[src/rtl/sync_fifo_pkg.sv]
// Shared constants and sizing helpers for the parameterised synchronous FIFO.
package sync_fifo_pkg;

  localparam int unsigned DefWidth = 8;
  localparam int unsigned DefDepth = 16;

  // Ceiling log2, evaluated at elaboration time.
  function automatic int unsigned clog2(input int unsigned value);
    int unsigned res;
    res = 0;
    for (int i = 0; i < 32; i++) begin
      if ((32'd1 << i) < value) res = i + 1;
    end
    return res;
  endfunction

  // Pointers carry one extra wrap bit above the address bits.
  function automatic int unsigned ptr_width(input int unsigned depth);
    return clog2(depth) + 1;
  endfunction

endpackage

[src/rtl/sync_fifo_param_if.sv]
// Handshake, data and status bundle between a FIFO user (master) and the FIFO (slave).
interface sync_fifo_param_if
  import sync_fifo_pkg::*;
#(
  parameter int unsigned WIDTH = DefWidth,
  parameter int unsigned DEPTH = DefDepth
);

  localparam int unsigned CntW = ptr_width(DEPTH);

  logic             flush;
  logic             wr_en;
  logic [WIDTH-1:0] data_in;
  logic             rd_en;
  logic [WIDTH-1:0] data_out;
  logic             rd_valid;
  logic             full;
  logic             empty;
  logic             almost_full;
  logic             almost_empty;
  logic [CntW-1:0]  count;
  logic             overflow;
  logic             underflow;

  modport master (
    output flush, wr_en, data_in, rd_en,
    input  data_out, rd_valid, full, empty, almost_full, almost_empty, count,
    input  overflow, underflow
  );

  modport slave (
    input  flush, wr_en, data_in, rd_en,
    output data_out, rd_valid, full, empty, almost_full, almost_empty, count,
    output overflow, underflow
  );

endinterface

[src/rtl/fifo_mem_dp.sv]
// Simple dual-port storage: one synchronous write port, one registered read port, no reset.
module fifo_mem_dp
  import sync_fifo_pkg::*;
#(
  parameter int unsigned WIDTH = DefWidth,
  parameter int unsigned DEPTH = DefDepth
) (
  input  logic                     clk,
  input  logic                     we,
  input  logic [clog2(DEPTH)-1:0]  waddr,
  input  logic [WIDTH-1:0]         wdata,
  input  logic                     re,
  input  logic [clog2(DEPTH)-1:0]  raddr,
  output logic [WIDTH-1:0]         rdata
);

  logic [WIDTH-1:0] mem [DEPTH];

  // Same-address write and read in one cycle returns the old word.
  always_ff @(posedge clk) begin
    if (we) mem[waddr] <= wdata;
    if (re) rdata <= mem[raddr];
  end

endmodule

[src/rtl/sync_fifo_param.sv]
// Parameterised synchronous FIFO with wrap-bit pointers, registered read and status flags.
// Optional sticky overflow/underflow detection is built when SYNC_FIFO_ERR_EN is defined.
module sync_fifo_param
  import sync_fifo_pkg::*;
#(
  parameter int unsigned WIDTH    = DefWidth,
  parameter int unsigned DEPTH    = DefDepth,
  parameter int unsigned AF_LEVEL = DEPTH - 2,
  parameter int unsigned AE_LEVEL = 2
) (
  input  logic                 clk,
  input  logic                 rst,
  sync_fifo_param_if.slave     bus
);

  localparam int unsigned ADDR_W = clog2(DEPTH);
  localparam int unsigned PTR_W  = ptr_width(DEPTH);

  localparam logic [PTR_W-1:0] AfLevel = PTR_W'(AF_LEVEL);
  localparam logic [PTR_W-1:0] AeLevel = PTR_W'(AE_LEVEL);

  logic [PTR_W-1:0] wr_ptr_q, wr_ptr_d;
  logic [PTR_W-1:0] rd_ptr_q, rd_ptr_d;
  logic             rd_valid_q;
  logic             loaded_q;
  logic [PTR_W-1:0] count;
  logic             full;
  logic             empty;
  logic             rd_acc;
  logic             wr_acc;
  logic [WIDTH-1:0] mem_rdata;

  always_comb begin
    full  = (wr_ptr_q[ADDR_W-1:0] == rd_ptr_q[ADDR_W-1:0]) &&
            (wr_ptr_q[ADDR_W] != rd_ptr_q[ADDR_W]);
    empty = (wr_ptr_q == rd_ptr_q);
    count = wr_ptr_q - rd_ptr_q;
  end

  // A write into a full FIFO only lands when a read frees a slot in the same cycle.
  always_comb begin
    rd_acc = bus.rd_en && !empty && !bus.flush;
    wr_acc = bus.wr_en && !bus.flush && (!full || rd_acc);
  end

  always_comb begin
    wr_ptr_d = wr_ptr_q;
    rd_ptr_d = rd_ptr_q;
    if (bus.flush) begin
      wr_ptr_d = '0;
      rd_ptr_d = '0;
    end else begin
      if (wr_acc) wr_ptr_d = wr_ptr_q + 1'b1;
      if (rd_acc) rd_ptr_d = rd_ptr_q + 1'b1;
    end
  end

  always_ff @(posedge clk or negedge rst) begin
    if (!rst) begin
      wr_ptr_q   <= '0;
      rd_ptr_q   <= '0;
      rd_valid_q <= 1'b0;
      loaded_q   <= 1'b0;
    end else begin
      wr_ptr_q   <= wr_ptr_d;
      rd_ptr_q   <= rd_ptr_d;
      rd_valid_q <= rd_acc;
      loaded_q   <= loaded_q | rd_acc;
    end
  end

  fifo_mem_dp #(
    .WIDTH (WIDTH),
    .DEPTH (DEPTH)
  ) u_mem (
    .clk   (clk),
    .we    (wr_acc),
    .waddr (wr_ptr_q[ADDR_W-1:0]),
    .wdata (bus.data_in),
    .re    (rd_acc),
    .raddr (rd_ptr_q[ADDR_W-1:0]),
    .rdata (mem_rdata)
  );

  // The storage read register has no reset; mask it until the first accepted read.
  assign bus.data_out     = loaded_q ? mem_rdata : '0;
  assign bus.rd_valid     = rd_valid_q;
  assign bus.full         = full;
  assign bus.empty        = empty;
  assign bus.count        = count;
  assign bus.almost_full  = (count >= AfLevel);
  assign bus.almost_empty = (count <= AeLevel);

`ifdef SYNC_FIFO_ERR_EN
  logic overflow_q;
  logic underflow_q;

  always_ff @(posedge clk or negedge rst) begin
    if (!rst) begin
      overflow_q  <= 1'b0;
      underflow_q <= 1'b0;
    end else if (bus.flush) begin
      overflow_q  <= 1'b0;
      underflow_q <= 1'b0;
    end else begin
      if (bus.wr_en && full && !rd_acc) overflow_q  <= 1'b1;
      if (bus.rd_en && empty)           underflow_q <= 1'b1;
    end
  end

  assign bus.overflow  = overflow_q;
  assign bus.underflow = underflow_q;
`else
  assign bus.overflow  = 1'b0;
  assign bus.underflow = 1'b0;
`endif

endmodule

[src/flat_wrapper.sv]
// flat-port wrapper written by rule: the top's interface ports become plain ports
module sync_fifo_param_flat import sync_fifo_pkg::*;
#(
  parameter int unsigned WIDTH    = DefWidth,
  parameter int unsigned DEPTH    = DefDepth,
  parameter int unsigned AF_LEVEL = DEPTH - 2,
  parameter int unsigned AE_LEVEL = 2
)
  (clk, rst, bus_flush, bus_wr_en, bus_data_in, bus_rd_en, bus_data_out, bus_rd_valid, bus_full, bus_empty, bus_almost_full, bus_almost_empty, bus_count, bus_overflow, bus_underflow);
  sync_fifo_param_if #(.WIDTH(WIDTH), .DEPTH(DEPTH)) bus_i ();
  input  logic clk;
  input  logic rst;
  input wire logic [$bits(bus_i.flush)-1:0] bus_flush;
  input wire logic [$bits(bus_i.wr_en)-1:0] bus_wr_en;
  input wire logic [$bits(bus_i.data_in)-1:0] bus_data_in;
  input wire logic [$bits(bus_i.rd_en)-1:0] bus_rd_en;
  output wire logic [$bits(bus_i.data_out)-1:0] bus_data_out;
  output wire logic [$bits(bus_i.rd_valid)-1:0] bus_rd_valid;
  output wire logic [$bits(bus_i.full)-1:0] bus_full;
  output wire logic [$bits(bus_i.empty)-1:0] bus_empty;
  output wire logic [$bits(bus_i.almost_full)-1:0] bus_almost_full;
  output wire logic [$bits(bus_i.almost_empty)-1:0] bus_almost_empty;
  output wire logic [$bits(bus_i.count)-1:0] bus_count;
  output wire logic [$bits(bus_i.overflow)-1:0] bus_overflow;
  output wire logic [$bits(bus_i.underflow)-1:0] bus_underflow;
  assign bus_i.flush = bus_flush;
  assign bus_i.wr_en = bus_wr_en;
  assign bus_i.data_in = bus_data_in;
  assign bus_i.rd_en = bus_rd_en;
  assign bus_data_out = bus_i.data_out;
  assign bus_rd_valid = bus_i.rd_valid;
  assign bus_full = bus_i.full;
  assign bus_empty = bus_i.empty;
  assign bus_almost_full = bus_i.almost_full;
  assign bus_almost_empty = bus_i.almost_empty;
  assign bus_count = bus_i.count;
  assign bus_overflow = bus_i.overflow;
  assign bus_underflow = bus_i.underflow;
  sync_fifo_param #(.WIDTH(WIDTH), .DEPTH(DEPTH), .AF_LEVEL(AF_LEVEL), .AE_LEVEL(AE_LEVEL)) u_core (.clk(clk), .rst(rst), .bus(bus_i));
endmodule
[config.mk]
export PLATFORM = sky130hd
export DESIGN_NAME = sync_fifo_param_flat
export DESIGN_NICKNAME = d
export VERILOG_FILES = /design/src/rtl/sync_fifo_pkg.sv /design/src/rtl/sync_fifo_param_if.sv /design/src/rtl/fifo_mem_dp.sv /design/src/rtl/sync_fifo_param.sv /design/src/flat_wrapper.sv
export SDC_FILE = /design/constraint.sdc
export NUM_CORES = 1
export LEC_CHECK = 0
export BUFFER_PORTS_ARGS = -buffer_cell sky130_fd_sc_hd__buf_2
export CAP_MARGIN = 15
export CORE_MARGIN = 2
export CORE_UTILIZATION = 51
export DETAILED_ROUTE_END_ITERATION = 7
export PLACE_DENSITY = 0.74
export SYNTH_ARGS = -nofsm -noshare
export SYNTH_HDL_FRONTEND = slang
export SYNTH_SLANG_ARGS = --single-unit
[constraint.sdc]
create_clock -name clk -period 4.02 [get_ports clk]
set_input_delay 0.402 -clock clk [delete_from_list [all_inputs] [get_ports clk]]
set_output_delay 0.402 -clock clk [all_outputs]
set_load 0.03 [all_outputs]
Word level (Yosys, flattened, before mapping) --
Memory sizes are Yosys's and may differ from the RTL's. A register that Yosys moved wholly into a read port is not among the register bits. Index checks and enable logic that the tools add are counted.
Word-level totals: memory bits (writable) 128, bits in registers 12, word-level logic and storage cells 32, memories 1, memory bits (read-only) 0, input port bits 13, output and inout port bits 20, bits in latches 0
Cells by class: bitwise logic cells 1, multiply operators 0, equality and inequality tests 3, divide/modulo/power cells 0, add/sub/neg operators 3, muxes and demuxes 7, shift-type cells 0, magnitude comparators 2, reductions and logical operators 11
Memory list:
- u_core.u_mem.mem | words 16, bits a word 8, rd ports 1, clocked after memory_dff 1, wr ports 1, line fifo_mem_dp.sv:17 | logic [WIDTH-1:0] mem [DEPTH];
Operators by type and width (count):
- 5-bit two-way mux | 4
- 5-bit by 1-bit adder with 5-bit output, second input constant | 2
- 8-bit two-way mux | 1
- 5-bit equality test | 1
- 5-bit by 4-bit >= comparator with 1-bit output, second input constant | 1
- 5-bit by 2-bit less-or-equal comparator with 1-bit output, second input constant | 1
- 1-bit logical AND | 5
- 5-bit subtractor | 1
- 4-bit equality test | 1
- 2-bit nonzero test | 2
- 1-bit logical NOT | 3
- 1-bit two-way mux | 2
- 1-bit logical OR | 1
- 1-bit != test | 1
- 1-bit OR | 1

Depth between registers and ports, before layout --
word-level depth 8, depth in mapped cells 8, gate-level depth less buffers 8

Hierarchy --
From an unflattened synthesis, not the netlist that was laid out.
Unflattened totals: cell total of the unflattened synthesis 316, area, all modules 6062.1 sq um
Modules (own cells, without submodules):
- fifo_mem_dp | times used 1, area each 5227.5 sq um, cells an instance 229, seq. area each 4083.9 sq um
- sync_fifo_param | times used 1, area each 834.6 sq um, cells an instance 87, seq. area each 300.3 sq um

Least setup slack after synthesis --
Ideal clock, no wire load.
kind reg2out, start register u_core.rd_ptr_q[1], end output bus_almost_empty, buffers on the path 2, arrival time 2.734 ns, cell stages (with the launch flop) 9, slack 0.884 ns, data required time 3.618 ns, path through dfrtp_1 > buf_2 > buf_2 > inv_1 > fa_1 > a21o_1 > a21oi_1 > xnor2_1 > a211oi_1
On the way: word-level cells in the longest chain between the ends 2
RTL lines:
- start: declaration | line sync_fifo_param.sv:23 | logic [PTR_W-1:0] rd_ptr_q, rd_ptr_d;
- start signal: assignment | line sync_fifo_param.sv:66 | rd_ptr_q <= rd_ptr_d;
- 5-bit subtractor | line sync_fifo_param.sv:37 | count = wr_ptr_q - rd_ptr_q;
- via bus_count[4] | line flat_wrapper.sv:23 | output wire logic [$bits(bus_i.count)-1:0] bus_count;
- 5-bit by 2-bit less-or-equal comparator with 1-bit output | line sync_fifo_param.sv:92 | assign bus.almost_empty = (count <= AeLevel);
- end: declaration | line flat_wrapper.sv:22 | output wire logic [$bits(bus_i.almost_empty)-1:0] bus_almost_empty;
The timed path passes the listed nets, and every way through them passes these cells.

Worst setup path in the final report --
start register u_core.rd_ptr_q[3], end memory u_core.u_mem.mem[9][7] (netlist bit) (enable)
On the way: word-level cells in the longest chain between the ends 8, elaborated cells on any way between the ends 11, those cells by class eq/ne (2); mux (2); reduce/logical (7)
RTL lines:
- 5-bit equality test | line sync_fifo_param.sv:36 | empty = (wr_ptr_q == rd_ptr_q);
- 1-bit logical NOT | line sync_fifo_param.sv:42 | rd_acc = bus.rd_en && !empty && !bus.flush;
- 1-bit logical AND (2 in a row) | line sync_fifo_param.sv:42
- 1-bit logical OR (*) | line sync_fifo_param.sv:43 | wr_acc = bus.wr_en && !bus.flush && (!full || rd_acc);
- 1-bit logical AND (*) | line sync_fifo_param.sv:43
- 1-bit two-way mux (*) | line fifo_mem_dp.sv:21 | if (we) mem[waddr] <= wdata;
- 1-bit two-way mux (implied by the code) (*) | line fifo_mem_dp.sv:21
- end: declaration | line fifo_mem_dp.sv:17
Every way passes the cells marked *; elsewhere a longest branch is shown, timed or not.

==> metrics.cfg <==
[global_route]
grt-ovfl-total = 0
grt_pass1_wl_um = 18700
grt_pass1_vias = 3257
antenna_found_initial = 0
grt_use_total = 0.200
grt_max_degree = 44

[detailed_routing]
routed_via_density = 5.87
first_pass_iters = 5
vias = 3206
wire_per_inst_um = 22.4
routed_wl_um = 12200
drt_iter0_drc = 310
ant_nets = 0
drcViolationCount = 0

[critical_path]
regToRegSetupSlack_ns = 0.94
crit_path_max_incr_delay_ns = 0.80
critPathCapture = u_core.u_mem.mem[9][7]$_DFFE_PP_
reg2reg_to = u_core.u_mem.mem[9][7]$_DFFE_PP_
crit_cells = 6
crit_arrival_ns = 3.20
r2r_start = u_core.rd_ptr_q[3]$_DFFE_PN0P_
critical_path_class = flop to flop
startpoint = u_core.rd_ptr_q[3]$_DFFE_PN0P_
start_kind = flop
required_ns = 4.14
crit_family = simple AND/OR/NAND/NOR gates
crit_fanout = 19
slowest_stage = o31ai_4
end_kind = flop
path_buf_inv = 1
path_cells = inv_1, ha_1, nand4_1, o31ai_4, nor3_1, and2_1
reg2reg_depth = 6

[sta]
setup_tns_ns = 0
post-route-min-period_ns = 3.08
fin_crit_sh = 0.766
skew_ns = 0.00487
tightest_slew_ns = 0.930
max_freq_mhz = 325
grt_setup_unrepaired = no
holdWs_ns = 0.309
fin_ws_ns = 0.941
final_max_slew_viol_count = 0
finalSetupViolCount = 0
hold_viol_final = 0
maxSlewHeadroom = 0.375

[synth]
netlist.area_leader.share = 0.664
synth-async-reset-ratio = 0.0811
ys_types = 40
synth-seq-cells = 148
synth_seq_area_share = 0.713
synth.cell_area_mm2 = 0.00615
synth_edf_count = 136
avgSynthCellArea_um2 = 18.0
synth_area_leaders = edfxtp_1 (66%), mux4_2 (8.8%), dfrtp_1 (4.9%), mux2i_1 (4.4%), ha_1 (1.8%)
post-synth-top-count-cell = edfxtp_1
dominantRegCellSynth = edfxtp_1
syn_inst = 342
yosysTopAreaCell = edfxtp_1
synthTopCellsByCount = edfxtp_1 (136), mux2i_1 (27), mux4_2 (24), o21ai_0 (21), and2_1 (16)
ys.warnings.count = 0

[placement]
pre_cts_ws_ns = 1.01
gp_congestion = 0.798
port_buffers = 30
placed_cells = 513
hpwl_um = 7970
place_area_mm2 = 0.00645

[clocking]
clkLatencyLatePin_ns = 0.41
cts_setup_buffers = 0
clock_path_buffers = 2
cts_tree = done
numCtsBuffers = 17
clkTransAtPathRegs_ns = 0.06
cts.hold.buffers_added = 1
cts_resized = 0
clkSinkCount = 148
htree_num_levels = 4
cts_root_buf = clkbuf_16

[final_layout]
final_area_mm2 = 0.00703
area_growth_pct = 14.4
layout-drive-gt1-share = 0.263
utilization = 0.590
n_antenna_cell = 0
nets = 409
fin_cells = 546
nFillCells = 867

[pwr]
p_per_area_mw_per_mm2 = 543
ir_worst_vdd_uv = 354
leakagePower_nw = 2.34
power_mw = 3.82

[hold_path]
hold_path_class = primary input to flop
worstHoldStart = bus_flush

[floorplan]
initial_utilization = 0.516
die_area_mm2 = 0.0130
core_mm2 = 0.0119
chipHeight_um = 114
core.rowCount = 40
io_pins = 33
die_w_um = 114

[outcome]
status = finished clean

[run]
maxCapViolations = 0

## cell type report
type | instances | area [µm²] | area share
inverter | 9 | 33.8 | 0.00480
sequential | 148 | 4390 | 0.624
clock buffer | 18 | 429 | 0.0610
clock inverter | 14 | 143 | 0.0203
timing repair buffer | 42 | 243 | 0.0345
multi-input combinational | 168 | 1620 | 0.230
tap | 147 | 184 | 0.0262
## kinds of logic after synthesis
group,Yosys count,share of synthesized area
buf+inv,27,0.0269
mux,51,0.132
compound gates,41,0.0444
xor+xnor,8,0.0126
other cells,1,0.000610
flops,148,0.713
fa+ha+maj,10,0.0216
simple gates,56,0.0490
## how the worst min path moves through the flow
stage                                     endpoint  slack (ns)  depth (start not counted)
floorplan            u_core.bus.rd_valid$_DFF_PN0_        0.11                          0
global placement    u_core.rd_ptr_q[4]$_DFFE_PN0P_        0.30                          1
detailed placement       u_core.loaded_q$_DFF_PN0_        0.29                          1
CTS                 u_core.rd_ptr_q[3]$_DFFE_PN0P_        0.30                          2
global route        u_core.rd_ptr_q[0]$_DFFE_PN0P_        0.32                          2
finish              u_core.wr_ptr_q[3]$_DFFE_PN0P_        0.31                          2
## power breakdown
group | total (mW) | internal [mW] | switching [mW]
combinational | 0.587 | 0.221 | 0.365
sequential | 1.73 | 1.72 | 0.0125
clock | 1.50 | 0.870 | 0.634
## per-layer routing
metal,vias to the layer above,share of wire,global-route usage
met4,0,0.023,0.0951
met3,23,0.056,0.0399
li1,1434,-,-
met1,1616,0.44,0.276
met2,133,0.48,0.312
met5,-,0,0
## placed cells by master, fill, tap and decap left out, types with 3 or more instances in the layout
master,count
buf_2,30
o21ai_0,21
inv_8,3
nor3_1,10
dfrtp_1,11
inv_6,4
and2_1,16
mux2i_1,27
a21oi_1,4
a221oi_1,8
xnor2_1,3
edfxtp_1,136
clkbuf_16,17
ha_1,9
buf_4,11
xor2_1,4
nand2_1,5
clkinvlp_4,4
inv_1,9
or3_1,3
nor2_1,10
mux4_2,24
## registers in the layout, summed over array words and instances (netlist names)
register,cells
u_core.u_mem.rdata,8
u_core.wr_ptr_q,5
u_core.bus.rd_valid,1
u_core.loaded_q,1
u_core.rd_ptr_q,5
u_core.u_mem.mem,128
(Power assumes the default switching activity.)
